`config.mk`:
```
export PLATFORM = sky130hd
export DESIGN_NAME = exor_rr_scheduler_flat
export DESIGN_NICKNAME = d
export VERILOG_FILES = /design/src/rtl/exor_sched_pkg.sv /design/src/rtl/exor_rr_scheduler_if.sv /design/src/rtl/specific_exor.sv /design/src/rtl/exor_rr_scheduler.sv /design/src/flat_wrapper.sv
export SDC_FILE = /design/constraint.sdc
export NUM_CORES = 1
export LEC_CHECK = 0
export ABC_AREA = 1
export BUFFER_PORTS_ARGS = -buffer_cell sky130_fd_sc_hd__buf_2
export CORE_UTILIZATION = 51
export DETAILED_ROUTE_END_ITERATION = 12
export PLACE_DENSITY = 0.84
export SLEW_MARGIN = 15
export SYNTH_ARGS = -nofsm -noshare
export SYNTH_HDL_FRONTEND = slang
export SYNTH_SLANG_ARGS = --single-unit
```
`constraint.sdc`:
```
create_clock -name clk -period 1.85 [get_ports clk]
set_input_delay 0 -clock clk [delete_from_list [all_inputs] [get_ports clk]]
set_output_delay 0 -clock clk [all_outputs]
set_load 0.03 [all_outputs]
```
`src/rtl/exor_sched_pkg.sv`:
```
// Shared definitions for the round-robin XOR scheduler: state encoding and
// default sizing.
package exor_sched_pkg;

    localparam logic [1:0] ST_IDLE  = 2'd0;
    localparam logic [1:0] ST_LOAD  = 2'd1;
    localparam logic [1:0] ST_SHIFT = 2'd2;
    localparam logic [1:0] ST_DONE  = 2'd3;

    localparam int DEF_NREQ  = 4;
    localparam int DEF_WIDTH = 8;

endpackage

```
`src/rtl/exor_rr_scheduler_if.sv`:
```
// Requester-side bus of the scheduler: level requests with packed operands in,
// one-hot grant and completion report out.
interface exor_rr_scheduler_if #(
    parameter int NREQ  = exor_sched_pkg::DEF_NREQ,
    parameter int WIDTH = exor_sched_pkg::DEF_WIDTH
);
    localparam int IW = (NREQ > 1) ? $clog2(NREQ) : 1;

    logic [NREQ-1:0]       req;
    logic [NREQ*WIDTH-1:0] a_flat;
    logic [NREQ*WIDTH-1:0] b_flat;
    logic [NREQ-1:0]       gnt;
    logic                  busy;
    logic                  done;
    logic [IW-1:0]         done_id;
    logic [WIDTH-1:0]      result;

    modport master (
        output req, a_flat, b_flat,
        input  gnt, busy, done, done_id, result
    );

    modport slave (
        input  req, a_flat, b_flat,
        output gnt, busy, done, done_id, result
    );

endinterface

```
`src/rtl/specific_exor.sv`:
```
// The shared single-bit XOR datapath cell.
module specific_exor (
    input  logic s,
    input  logic t,
    output logic f
);

    assign f = s ^ t;

endmodule

```
`src/rtl/exor_rr_scheduler.sv`:
```
// Time-shares one specific_exor cell among NREQ requesters: round-robin grant,
// LSB-first bit-serial XOR over WIDTH cycles, then a one-cycle done pulse.
module exor_rr_scheduler
    import exor_sched_pkg::*;
#(
    parameter int NREQ  = DEF_NREQ,
    parameter int WIDTH = DEF_WIDTH
) (
    input logic                clk,
    input logic                rst_n,
    exor_rr_scheduler_if.slave bus
);

    localparam int IW = (NREQ > 1) ? $clog2(NREQ) : 1;
    localparam int CW = $clog2(WIDTH + 1);
    localparam logic [CW-1:0] CNT_LAST = CW'(WIDTH - 1);

    logic [1:0]       state;
    logic [NREQ-1:0]  gnt;
    logic [IW-1:0]    sel;
    logic [IW-1:0]    last;
    logic [WIDTH-1:0] sa, sb, acc, acc_next;
    logic [CW-1:0]    cnt;
    logic [WIDTH-1:0] result;
    logic             done;
    logic [IW-1:0]    done_id;
    logic             f;
    logic [IW:0]      pick;

    // First set request searching upward from last+1 with wrap; MSB = found.
    function automatic logic [IW:0] rr_pick(input logic [NREQ-1:0] r,
                                            input logic [IW-1:0]   from);
        logic [IW:0] res;
        int          j;
        res = '0;
        for (int k = NREQ; k >= 1; k--) begin
            j = (int'(from) + k) % NREQ;
            if (r[j]) res = {1'b1, IW'(j)};
        end
        return res;
    endfunction

    assign pick = rr_pick(bus.req, last);

    specific_exor u_cell (
        .s (sa[0]),
        .t (sb[0]),
        .f (f)
    );

    generate
        if (WIDTH > 1) begin : g_acc_wide
            assign acc_next = {f, acc[WIDTH-1:1]};
        end else begin : g_acc_bit
            assign acc_next = f;
        end
    endgenerate

    // The final accumulator value is latched into result on the edge that
    // enters DONE, so done/result are visible throughout the DONE cycle.
    always_ff @(posedge clk or negedge rst_n) begin
        if (!rst_n) begin
            state   <= ST_IDLE;
            gnt     <= '0;
            sel     <= '0;
            last    <= IW'(NREQ - 1);
            sa      <= '0;
            sb      <= '0;
            acc     <= '0;
            cnt     <= '0;
            result  <= '0;
            done    <= 1'b0;
            done_id <= '0;
        end else begin
            done <= 1'b0;
            case (state)
                ST_IDLE: begin
                    if (pick[IW]) begin
                        sel   <= pick[IW-1:0];
                        gnt   <= NREQ'(1) << pick[IW-1:0];
                        state <= ST_LOAD;
                    end
                end
                ST_LOAD: begin
                    sa    <= bus.a_flat[sel*WIDTH +: WIDTH];
                    sb    <= bus.b_flat[sel*WIDTH +: WIDTH];
                    cnt   <= '0;
                    state <= ST_SHIFT;
                end
                ST_SHIFT: begin
                    sa  <= sa >> 1;
                    sb  <= sb >> 1;
                    acc <= acc_next;
                    cnt <= cnt + CW'(1);
                    if (cnt == CNT_LAST) begin
                        state   <= ST_DONE;
                        gnt     <= '0;
                        result  <= acc_next;
                        done    <= 1'b1;
                        done_id <= sel;
                        last    <= sel;
                    end
                end
                ST_DONE: state <= ST_IDLE;
                default: state <= ST_IDLE;
            endcase
        end
    end

    assign bus.gnt     = gnt;
    assign bus.busy    = (state != ST_IDLE);
    assign bus.done    = done;
    assign bus.done_id = done_id;
    assign bus.result  = result;

endmodule
```
`src/flat_wrapper.sv`:
```
// flat-port wrapper written by rule: the top's interface ports become plain ports
module exor_rr_scheduler_flat import exor_sched_pkg::*;
#(
    parameter int NREQ  = DEF_NREQ,
    parameter int WIDTH = DEF_WIDTH
)
  (clk, rst_n, bus_req, bus_a_flat, bus_b_flat, bus_gnt, bus_busy, bus_done, bus_done_id, bus_result);
  exor_rr_scheduler_if #(.NREQ(NREQ), .WIDTH(WIDTH)) bus_i ();
  input logic clk;
  input logic rst_n;
  input wire logic [$bits(bus_i.req)-1:0] bus_req;
  input wire logic [$bits(bus_i.a_flat)-1:0] bus_a_flat;
  input wire logic [$bits(bus_i.b_flat)-1:0] bus_b_flat;
  output wire logic [$bits(bus_i.gnt)-1:0] bus_gnt;
  output wire logic [$bits(bus_i.busy)-1:0] bus_busy;
  output wire logic [$bits(bus_i.done)-1:0] bus_done;
  output wire logic [$bits(bus_i.done_id)-1:0] bus_done_id;
  output wire logic [$bits(bus_i.result)-1:0] bus_result;
  assign bus_i.req = bus_req;
  assign bus_i.a_flat = bus_a_flat;
  assign bus_i.b_flat = bus_b_flat;
  assign bus_gnt = bus_i.gnt;
  assign bus_busy = bus_i.busy;
  assign bus_done = bus_i.done;
  assign bus_done_id = bus_i.done_id;
  assign bus_result = bus_i.result;
  exor_rr_scheduler #(.NREQ(NREQ), .WIDTH(WIDTH)) u_core (.clk(clk), .rst_n(rst_n), .bus(bus_i));
endmodule
```
==> metrics, run 1 <==
status finished, final reports clean; fraction of layout cells with a size suffix above 1 31.32%; area occupied by registers 0.001204 mm²; CP Launch Type flop; Tot Pwr 5.057 mW; Synth area leaders dfrtp_1, nand2_1, o21ai_0; Starting DRT DRC Count 150; GP Congestion 0.8405; clk slew on worst S/H paths 0.08 ns; unrepaired setup endpoints after global routing no; IO buf count 85; critical path data arrival time 1.83 ns; die span in y 75.90 µm; initial antenna violation count 0; Post-synth EDFFs 0; Req. time, crit path 2.06 ns; Area Growth Syn to Fin 21.56%; worst-margin pin slew 0.7250 ns; # nets final 520; top cell type's share of synthesized area 41.33%; register bit total from synthesis 48; Worst-Skew Late Latency 0.29 ns; Post-Route WL 6356 µm; MaxCap Viol Count 0; post-synth top area cell dfrtp_1; worst vdd ir 889.8 µV; drt first pass iters 4; dpl ws 0.2556 ns; num rows 26; slew margin rel. 51.66%; pwr/cell area 1494 mW/mm²; CTS tree built; Max Fanout on Critical Path 11; H-tree Lvls 2; dpl hpwl 4870 µm; post-synthesis sequential area ratio 43.22%; endpoints failing setup 0; Post-Syn Area per Cell 7.715 µm²; Final Hold Fails 0; final worst slack 0.2302 ns; chip width 75.90 µm; critical path type flop to flop; DR vias/cell 5.195; CP Capture Type flop; FILL cells 435; Clock Tree Buf Depth 2; most frequent cells in the layout nand2_1, buf_2, dfrtp_1; global-route usage over all layers 23.83%; prevailing post-synth register cell dfrtp_1; I/O pin cnt 86; P_leak 1.763 nW; fraction of registers with async set/reset 100.0%; Clock Tree Root clkbuf_8; combinational fraction of design power 55.5%; CTS buffer count 5; TNS Setup 0 ns; Tmin final 1.620 ns; area occupied by multi-input gates 0.001314 mm²; die area 0.005761 mm²; Sequential Power Share 32.2%; P_sw 2.333 mW; Clk pwr share 12.4%; Int Pwr 2.724 mW; clk_skew 0.003488 ns; fmax 617.4 MHz; DR WL/cell 12.29 µm; Hold Slack 0.05046 ns; Mapped Area 0.002785 mm²; Final period util 87.56%; number of global-route vias before repair 2,531; max-slew violations 0; Synth warnings 0; Post-Syn Nets 435; Yosys cell types 28; clk sink count 48; number of nets with antenna violations after detailed routing 0; Initial Utilization 53.85%; detailed-route DRC error count 0; grt total ovfl 0; core box area 0.005172 mm²; Switching Fraction 46.13%; Worst Hold Class input port to flop; pin count of the biggest net entering global routing 35; Cells after Synth 361; DR vias 2,686; n_diodes 0; first-pass GRT wire length 10,980 µm; post_cts resized 0
==> flip-flops by register name, summed over array words and instances (netlist names) <==
| register | count |
|---|---|
| u_core.state | 2 |
| u_core.last | 2 |
| u_core.acc | 7 |
| u_core.sb | 8 |
| u_core.cnt | 4 |
| u_core.bus.gnt | 4 |
| u_core.sel | 2 |
| u_core.bus.done_id | 2 |
| u_core.sa | 8 |
| u_core.bus.done | 1 |
| u_core.bus.result | 8 |
==> worst max-delay path: stages (launching register included) <==
cell,delay (ns)
dfrtp_1,0.35
inv_1,0.08
ha_1,0.42
inv_1,0.16
nor2_2,0.13
buf_4,0.19
nand3_1,0.10
o211ai_1,0.10
==> per-layer routing <==
layer  vias up  wire length [µm]  GRT usage (%)  part of all wire (%)
li1       1341                 -              -                     -
met4         0               191          13.27                   3.0
met2       115              3033          38.27                    48
met5         -                 0              0                     0
met3        19               390          4.337                   6.1
met1      1211              2741          30.43                    43
==> kinds of logic (layout without fill, tap and decap cells) <==
logic type | after synthesis | after routing | share of synthesized area (%)
simple gates | 163 | 163 | 27.18
fa+ha+maj | 4 | 4 | 1.797
flops | 48 | 48 | 43.22
xor+xnor | 2 | 2 | 0.6290
compound gates | 80 | 80 | 17.56
buf+inv | 64 | 150 | 9.613
==> Yosys cell counts (5+ instances only) <==
cell type,number
o21ai_2,7
nand3_1,22
buf_2,7
o221ai_1,10
o22ai_1,12
clkbuf_1,9
dfrtp_1,46
nand2_2,15
nand2_4,5
nor2_1,26
o21ai_0,41
a21oi_1,5
nand2_1,85
inv_1,42
==> timing repair <==
| action | in CTS | in global routing |
|---|---|---|
| hold endpoints to repair | 30 | 0 |
| setup endpoints to repair | 0 | 0 |
| hold buffers | 1 | 0 |
| buffers inserted | 0 | 0 |
==> area by class of cell <==
| type | instances | share of cell area (%) |
|---|---|---|
| well taps | 70 | 2.587 |
| flip-flops and latches | 48 | 35.55 |
| repair buffers | 96 | 15.08 |
| inverters | 46 | 5.322 |
| multi-input cells | 249 | 38.80 |
| clock buffers | 8 | 2.661 |
==> path summary, 6_finish.rpt <==
kind,from,to,slack [ns],depth (start not counted)
max reg2reg,u_core.state[0]$_DFFE_PN0P_,u_core.sa[0]$_DFFE_PN0P_,0.23,7
min reg2reg,u_core.bus.done_id[1]$_DFFE_PN0P_,u_core.bus.done_id[1]$_DFFE_PN0P_,0.47,2
min in group asynchronous,rst_n,u_core.bus.done_id[0]$_DFFE_PN0P_,0.29,2
max in group asynchronous,rst_n,u_core.bus.result[7]$_DFFE_PN0P_,0.94,3
min,bus_a_flat[1],u_core.sa[1]$_DFFE_PN0P_,0.05,5
max,u_core.state[0]$_DFFE_PN0P_,u_core.sa[0]$_DFFE_PN0P_,0.23,7
==> through the flow <==
stage | instance area, µm² | utilization (%) | std cells
floorplan | 2785 | - | 361
global placement | 3286 | 63.52 | 508
detailed placement | 3286 | 63.52 | 508
CTS | 3386 | 65.46 | 517
global route | 3386 | 65.46 | 517
finish | 3386 | 65.46 | 517
==> power groups by stage <==
stage | combinational, mW | sequential, mW | clock (mW)
after floorplan | 2.02 | 1.65 | 0
after global placement | 2.67 | 1.62 | 0
after detailed placement | 2.79 | 1.64 | 0
after CTS | 2.81 | 1.62 | 0.643
after global routing | 3.19 | 1.66 | 0.683
final | 2.80 | 1.63 | 0.626
No activity file was read; power rests on OpenSTA's default activity.
==> run 2: changes to the inputs <==
- ABC_AREA: 1 -> not set
- CORE_UTILIZATION: 51 -> 50
- PLACE_DENSITY: 0.84 -> 0.83
==> run 2 against run 1 <==
Sequential power grew 7%. Critical path depth decreased by 4. Critical endpoint is now u_core.sa[3]$_DFFE_PN0P_. Clock-buffer cell count shrank 3. Highest routed layer unchanged.
==> metrics, run 2 <==
status finished, final reports clean; n_diodes 0; Initial Utilization 53.11%; Worst-Skew Late Latency 0.30 ns; Crit path largest cell delay 0.82 ns; drt first pass iters 4; Worst Hold Class input port to flop; clk_skew 0.005779 ns; Stages on worst setup path 3; number of nets with antenna violations after detailed routing 0; CP Launch Type flop; Post-Syn Area per Cell 11.55 µm²; CP Capture Type flop; Tmin final 1.617 ns; DR vias/cell 5.327; Final Hold Fails 0; num rows 25; global-route usage over all layers 20.44%; Worst R2R End u_core.sa[3]$_DFFE_PN0P_; Post-Route WL 5066 µm; Clock Tree Buf Depth 2; clk slew on worst S/H paths 0.09 ns; post-synth top area cell dfrtp_1; Mapped Area 0.002575 mm²; fmax 618.2 MHz; P_leak 1.607 nW; CP Launch Point u_core.sel[1]$_DFFE_PN0P_; Final period util 87.43%; area occupied by registers 0.001204 mm²; CTS tree built; pwr/cell area 1517 mW/mm²; Post-Syn Nets 297; crit-path cells mux4_1 > mux2i_1 > a21oi_1; CTS buffer count 5; number of global-route vias before repair 1,888; dpl ws 0.2381 ns; Setup crit end u_core.sa[3]$_DFFE_PN0P_; DR WL/cell 13.37 µm; reg-to-reg slack, setup 0.23 ns; Critical path buffers and inverters 0; most frequent cells in the layout buf_2, dfrtp_1, nand2_1; # nets final 385; TNS Setup 0 ns; die span in y 73.77 µm; I/O pin cnt 86; clk sink count 48; Starting DRT DRC Count 116; DR vias 2,019; Synth warnings 0; dpl hpwl 3886 µm; prevailing post-synth register cell dfrtp_1; biggest regs u_core.bus.result (8), u_core.sa (8), u_core.sb (8); Req. time, crit path 2.03 ns; Post-synth EDFFs 0; most common cell after layout, fill and taps aside buf_2; grt total ovfl 0; Hold Slack 0.08777 ns; Synth top cells by count dfrtp_1, nand2_1, a21oi_1, nor2_1, mux2i_1; pin count of the biggest net entering global routing 32; MaxCap Viol Count 0; endpoints failing setup 0; IO buf count 85; critical path type flop to flop; GP Congestion 0.7885; post-synthesis sequential area ratio 46.74%; count leader, synth dfrtp_1; Setup Buffers After CTS 0; detailed-route DRC error count 0; max-slew violations 0; critical path data arrival time 1.79 ns; worst-margin pin slew 0.7300 ns; worst vdd ir 1028 µV; Tot Pwr 4.858 mW; Max Fanout on Critical Path 18; FILL cells 372; fraction of layout cells with a size suffix above 1 39.74%; Cells after Synth 223; Top delay family on crit path flip-flops; initial antenna violation count 0; H-tree Lvls 2; Clock Tree Root clkbuf_8; CP max stage cell dfrtp_1; core box area 0.004848 mm²; top cell type's share of synthesized area 44.70%; unrepaired setup endpoints after global routing no; Yosys cell types 39; register bit total from synthesis 48; fraction of registers with async set/reset 100.0%; Area Growth Syn to Fin 24.39%; final worst slack 0.2325 ns; first-pass GRT wire length 8369 µm; worst-case reg-to-reg path depth 3; slew margin rel. 51.33%; area occupied by multi-input gates 0.001252 mm²; r2r startpoint u_core.sel[1]$_DFFE_PN0P_; chip width 73.77 µm; Synth area leaders dfrtp_1, mux4_1, mux4_2; die area 0.005441 mm²
run 2: what timing repair did:
item | 4_1_cts | 5_1_grt
resized for setup | 0 | 0
hold buffers | 1 | 0
hold endpoints to repair | 29 | 0
run 2: final cells by class:
| class | count | share of cell area, % |
|---|---|---|
| Clock buffer | 5 | 2.148 |
| Clock inverter | 3 | 1.445 |
| Inverter | 10 | 1.250 |
| Multi-Input combinational cell | 152 | 39.10 |
| Sequential cell | 48 | 37.58 |
| Tap cell | 67 | 2.617 |
| Timing Repair Buffer | 94 | 15.86 |
run 2: logic make-up after synthesis:
family / after synthesis / synth area share, %
AO/OA/AOI/OAI: 38 / 9.670
XOR/XNOR: 1 / 0.3402
adder cells (fa/ha/maj): 4 / 1.944
buffers and inverters: 23 / 4.616
flip-flops: 48 / 46.74
multiplexers: 38 / 24.10
AND/OR/NAND/NOR: 71 / 12.58
run 2: worst min-delay path: cells and delay by family:
family / cells / cell delay, ns
buffers and inverters: 1 / 0.12
and+or+nand+nor: 1 / 0.07
AOI/OAI and AO/OA: 2 / 0.16
run 2: report_power, final:
| group | switching [mW] | leakage, nW | total, mW | internal [mW] |
|---|---|---|---|---|
| Combinational | 1.17 | 0.963 | 2.34 | 1.17 |
| Clock | 0.364 | 0.0548 | 0.771 | 0.407 |
| Sequential | 0.296 | 0.589 | 1.74 | 1.45 |
run 2: worst min path at each step:
stage / slack (ns) / to / cells after the start / from
6_report: 0.09 / u_core.sel[0]$_DFFE_PN0P_ / 4 / bus_req[0]
5_1_grt: 0.13 / u_core.sel[0]$_DFFE_PN0P_ / 4 / bus_req[0]
4_1_cts: 0.09 / u_core.sel[0]$_DFFE_PN0P_ / 4 / bus_req[0]
3_5_place_dp: 0.08 / u_core.bus.result[1]$_DFFE_PN0P_ / 1 / rst_n
3_3_place_gp: 0.06 / u_core.bus.result[6]$_DFFE_PN0P_ / 1 / rst_n
2_1_floorplan: -0.30 / u_core.acc[1]$_DFFE_PN0P_ / 0 / rst_n
run 2: through the flow:
stage	instances	instance area, µm²	util, %
after floorplan	223	2575	-
after CTS	379	3203	66.06
after global routing	379	3203	66.06
final	379	3203	66.06
after detailed placement	370	3078	63.48
after global placement	370	3078	63.48
run 2: metal layers:
layer	wire (µm)	GRT usage, %	vias to the layer above
met1	2260	26.56	958
met3	290	3.704	5
met5	0	0	-
met4	57	5.769	0
li1	-	-	974
met2	2459	35.07	82
==> run 3: changes to the inputs <==
- MAX_ROUTING_LAYER: not set -> met4
==> run 3 against run 2 <==
Via count unchanged. Routed wire length hardly changed. Sequential share of layout area is the same. Critical path type unchanged. Register-to-register slack is essentially flat. Setup slack improved by 0.00082 ns. Largest cell class unchanged. Total power hardly changed. Sequential power about the same. Clock-buffer cell count unchanged. Die area is the same. First-iteration DRC count is 6.0% lower.
==> metrics, run 3 (synthesis results as in run 2) <==
CP Launch Type flop; I/O pin cnt 86; CP Capture Type flop; number of global-route vias before repair 1,888; most common cell after layout, fill and taps aside buf_2; Cell Count, Final, Fillers Out 379; Finished Cell Area 0.003203 mm²; unrepaired setup endpoints after global routing no; fmax 618.6 MHz; Initial Utilization 53.11%; global-route usage over all layers 21.06%; pwr/cell area 1516 mW/mm²; Area Growth Syn to Fin 24.39%; critical path type flop to flop; Final period util 87.39%; Sequential Power Share 35.9%; Clk pwr share 15.9%; post_cts resized 0; n_diodes 0; endpoints failing setup 0; Clock Tree Root clkbuf_8; initial antenna violation count 0; worst vdd ir 1028 µV; # nets final 385; critical path data arrival time 1.79 ns; Post-CTS Hold Fix Bufs 1; Final Hold Fails 0; max-slew violations 0; P_leak 1.607 nW; clk slew on worst S/H paths 0.09 ns; MaxCap Viol Count 0; biggest regs u_core.bus.result (8), u_core.sa (8), u_core.sb (8); TNS Setup 0 ns; Post-Route WL 5067 µm; dpl cell area 0.003078 mm²; Tmin final 1.617 ns; CTS buffer count 5; pin count of the biggest net entering global routing 32; Worst Hold Class input port to flop; IO buf count 85; Int Pwr 3.024 mW; Max Fanout on Critical Path 18; worst-margin pin slew 0.7289 ns; fraction of layout cells with a size suffix above 1 39.74%; Worst-Skew Late Latency 0.30 ns; Final Util 66.06%; detailed-route DRC error count 0; CTS tree built; Starting DRT DRC Count 109; clk_skew 0.005808 ns; H-tree Lvls 2; most frequent cells in the layout buf_2, dfrtp_1, nand2_1; number of nets with antenna violations after detailed routing 0; slew margin rel. 51.41%; grt total ovfl 0; num rows 25; status finished, final reports clean; dpl hpwl 3886 µm; combinational fraction of design power 48.2%; clk sink count 48; DR vias/cell 5.327; core box area 0.004848 mm²; Switching Fraction 37.74%; Req. time, crit path 2.03 ns; P_sw 1.833 mW; chip width 73.77 µm; dpl ws 0.2381 ns; DR WL/cell 13.37 µm; die area 0.005441 mm²; Setup Buffers After CTS 0; drt first pass iters 4; DR vias 2,019; GP Congestion 0.7996; final worst slack 0.2333 ns; first-pass GRT wire length 8376 µm; Clock Tree Buf Depth 2; die span in y 73.77 µm; Post-Place Cells 370
run 3: layout make-up:
class / count / area, µm²
Fill cell: 372 / 1645
Multi-Input combinational cell: 152 / 1252
Sequential cell: 48 / 1204
Timing Repair Buffer: 94 / 508.0
Tap cell: 67 / 83.83
Clock buffer: 5 / 68.82
Clock inverter: 3 / 46.29
Inverter: 10 / 40.04
run 3: final timing paths:
path                                       startpoint                          to  slack (ns)  depth (start not counted)
max                         u_core.sel[1]$_DFFE_PN0P_    u_core.sa[3]$_DFFE_PN0P_        0.23                          3
min                                        bus_req[0]   u_core.sel[0]$_DFFE_PN0P_        0.09                          4
max reg2reg                 u_core.sel[1]$_DFFE_PN0P_    u_core.sa[3]$_DFFE_PN0P_        0.23                          3
min reg2reg                u_core.last[0]$_DFFE_PN1P_  u_core.last[0]$_DFFE_PN1P_        0.48                          2
max in group asynchronous                       rst_n  u_core.last[0]$_DFFE_PN1P_        0.88                          3
min in group asynchronous                       rst_n   u_core.acc[6]$_DFFE_PN0P_        0.26                          2
run 3: metal layers:
| metal | GRT usage [%] | vias to the layer above | part of all wire (%) |
|---|---|---|---|
| met5 | - | - | 0 |
| li1 | - | 974 | - |
| met1 | 26.65 | 964 | 45 |
| met4 | 5.769 | 0 | 1.1 |
| met3 | 3.567 | 5 | 5.2 |
| met2 | 35.07 | 76 | 49 |
run 3: through the flow:
stage / power, mW / hold slack, ns
2_1_floorplan: 3.586 / -0.2956
3_3_place_gp: 4.020 / 0.06274
3_5_place_dp: 4.139 / 0.07837
4_1_cts: 4.916 / 0.08571
5_1_grt: 5.222 / 0.1255
6_report: 4.857 / 0.08786
run 3: power groups by stage:
stage	registers (mW)	logic [mW]	clock network (mW)
floorplan	1.72	1.86	0
global placement	1.73	2.29	0
detailed placement	1.76	2.38	0
CTS	1.74	2.39	0.785
global route	1.79	2.60	0.831
finish	1.74	2.34	0.772
run 3: worst max-delay path, cell delays in order (launching register included):
cell     delay [ns]
dfrtp_1        0.82
mux4_1         0.40
mux2i_1        0.19
a21oi_1        0.09
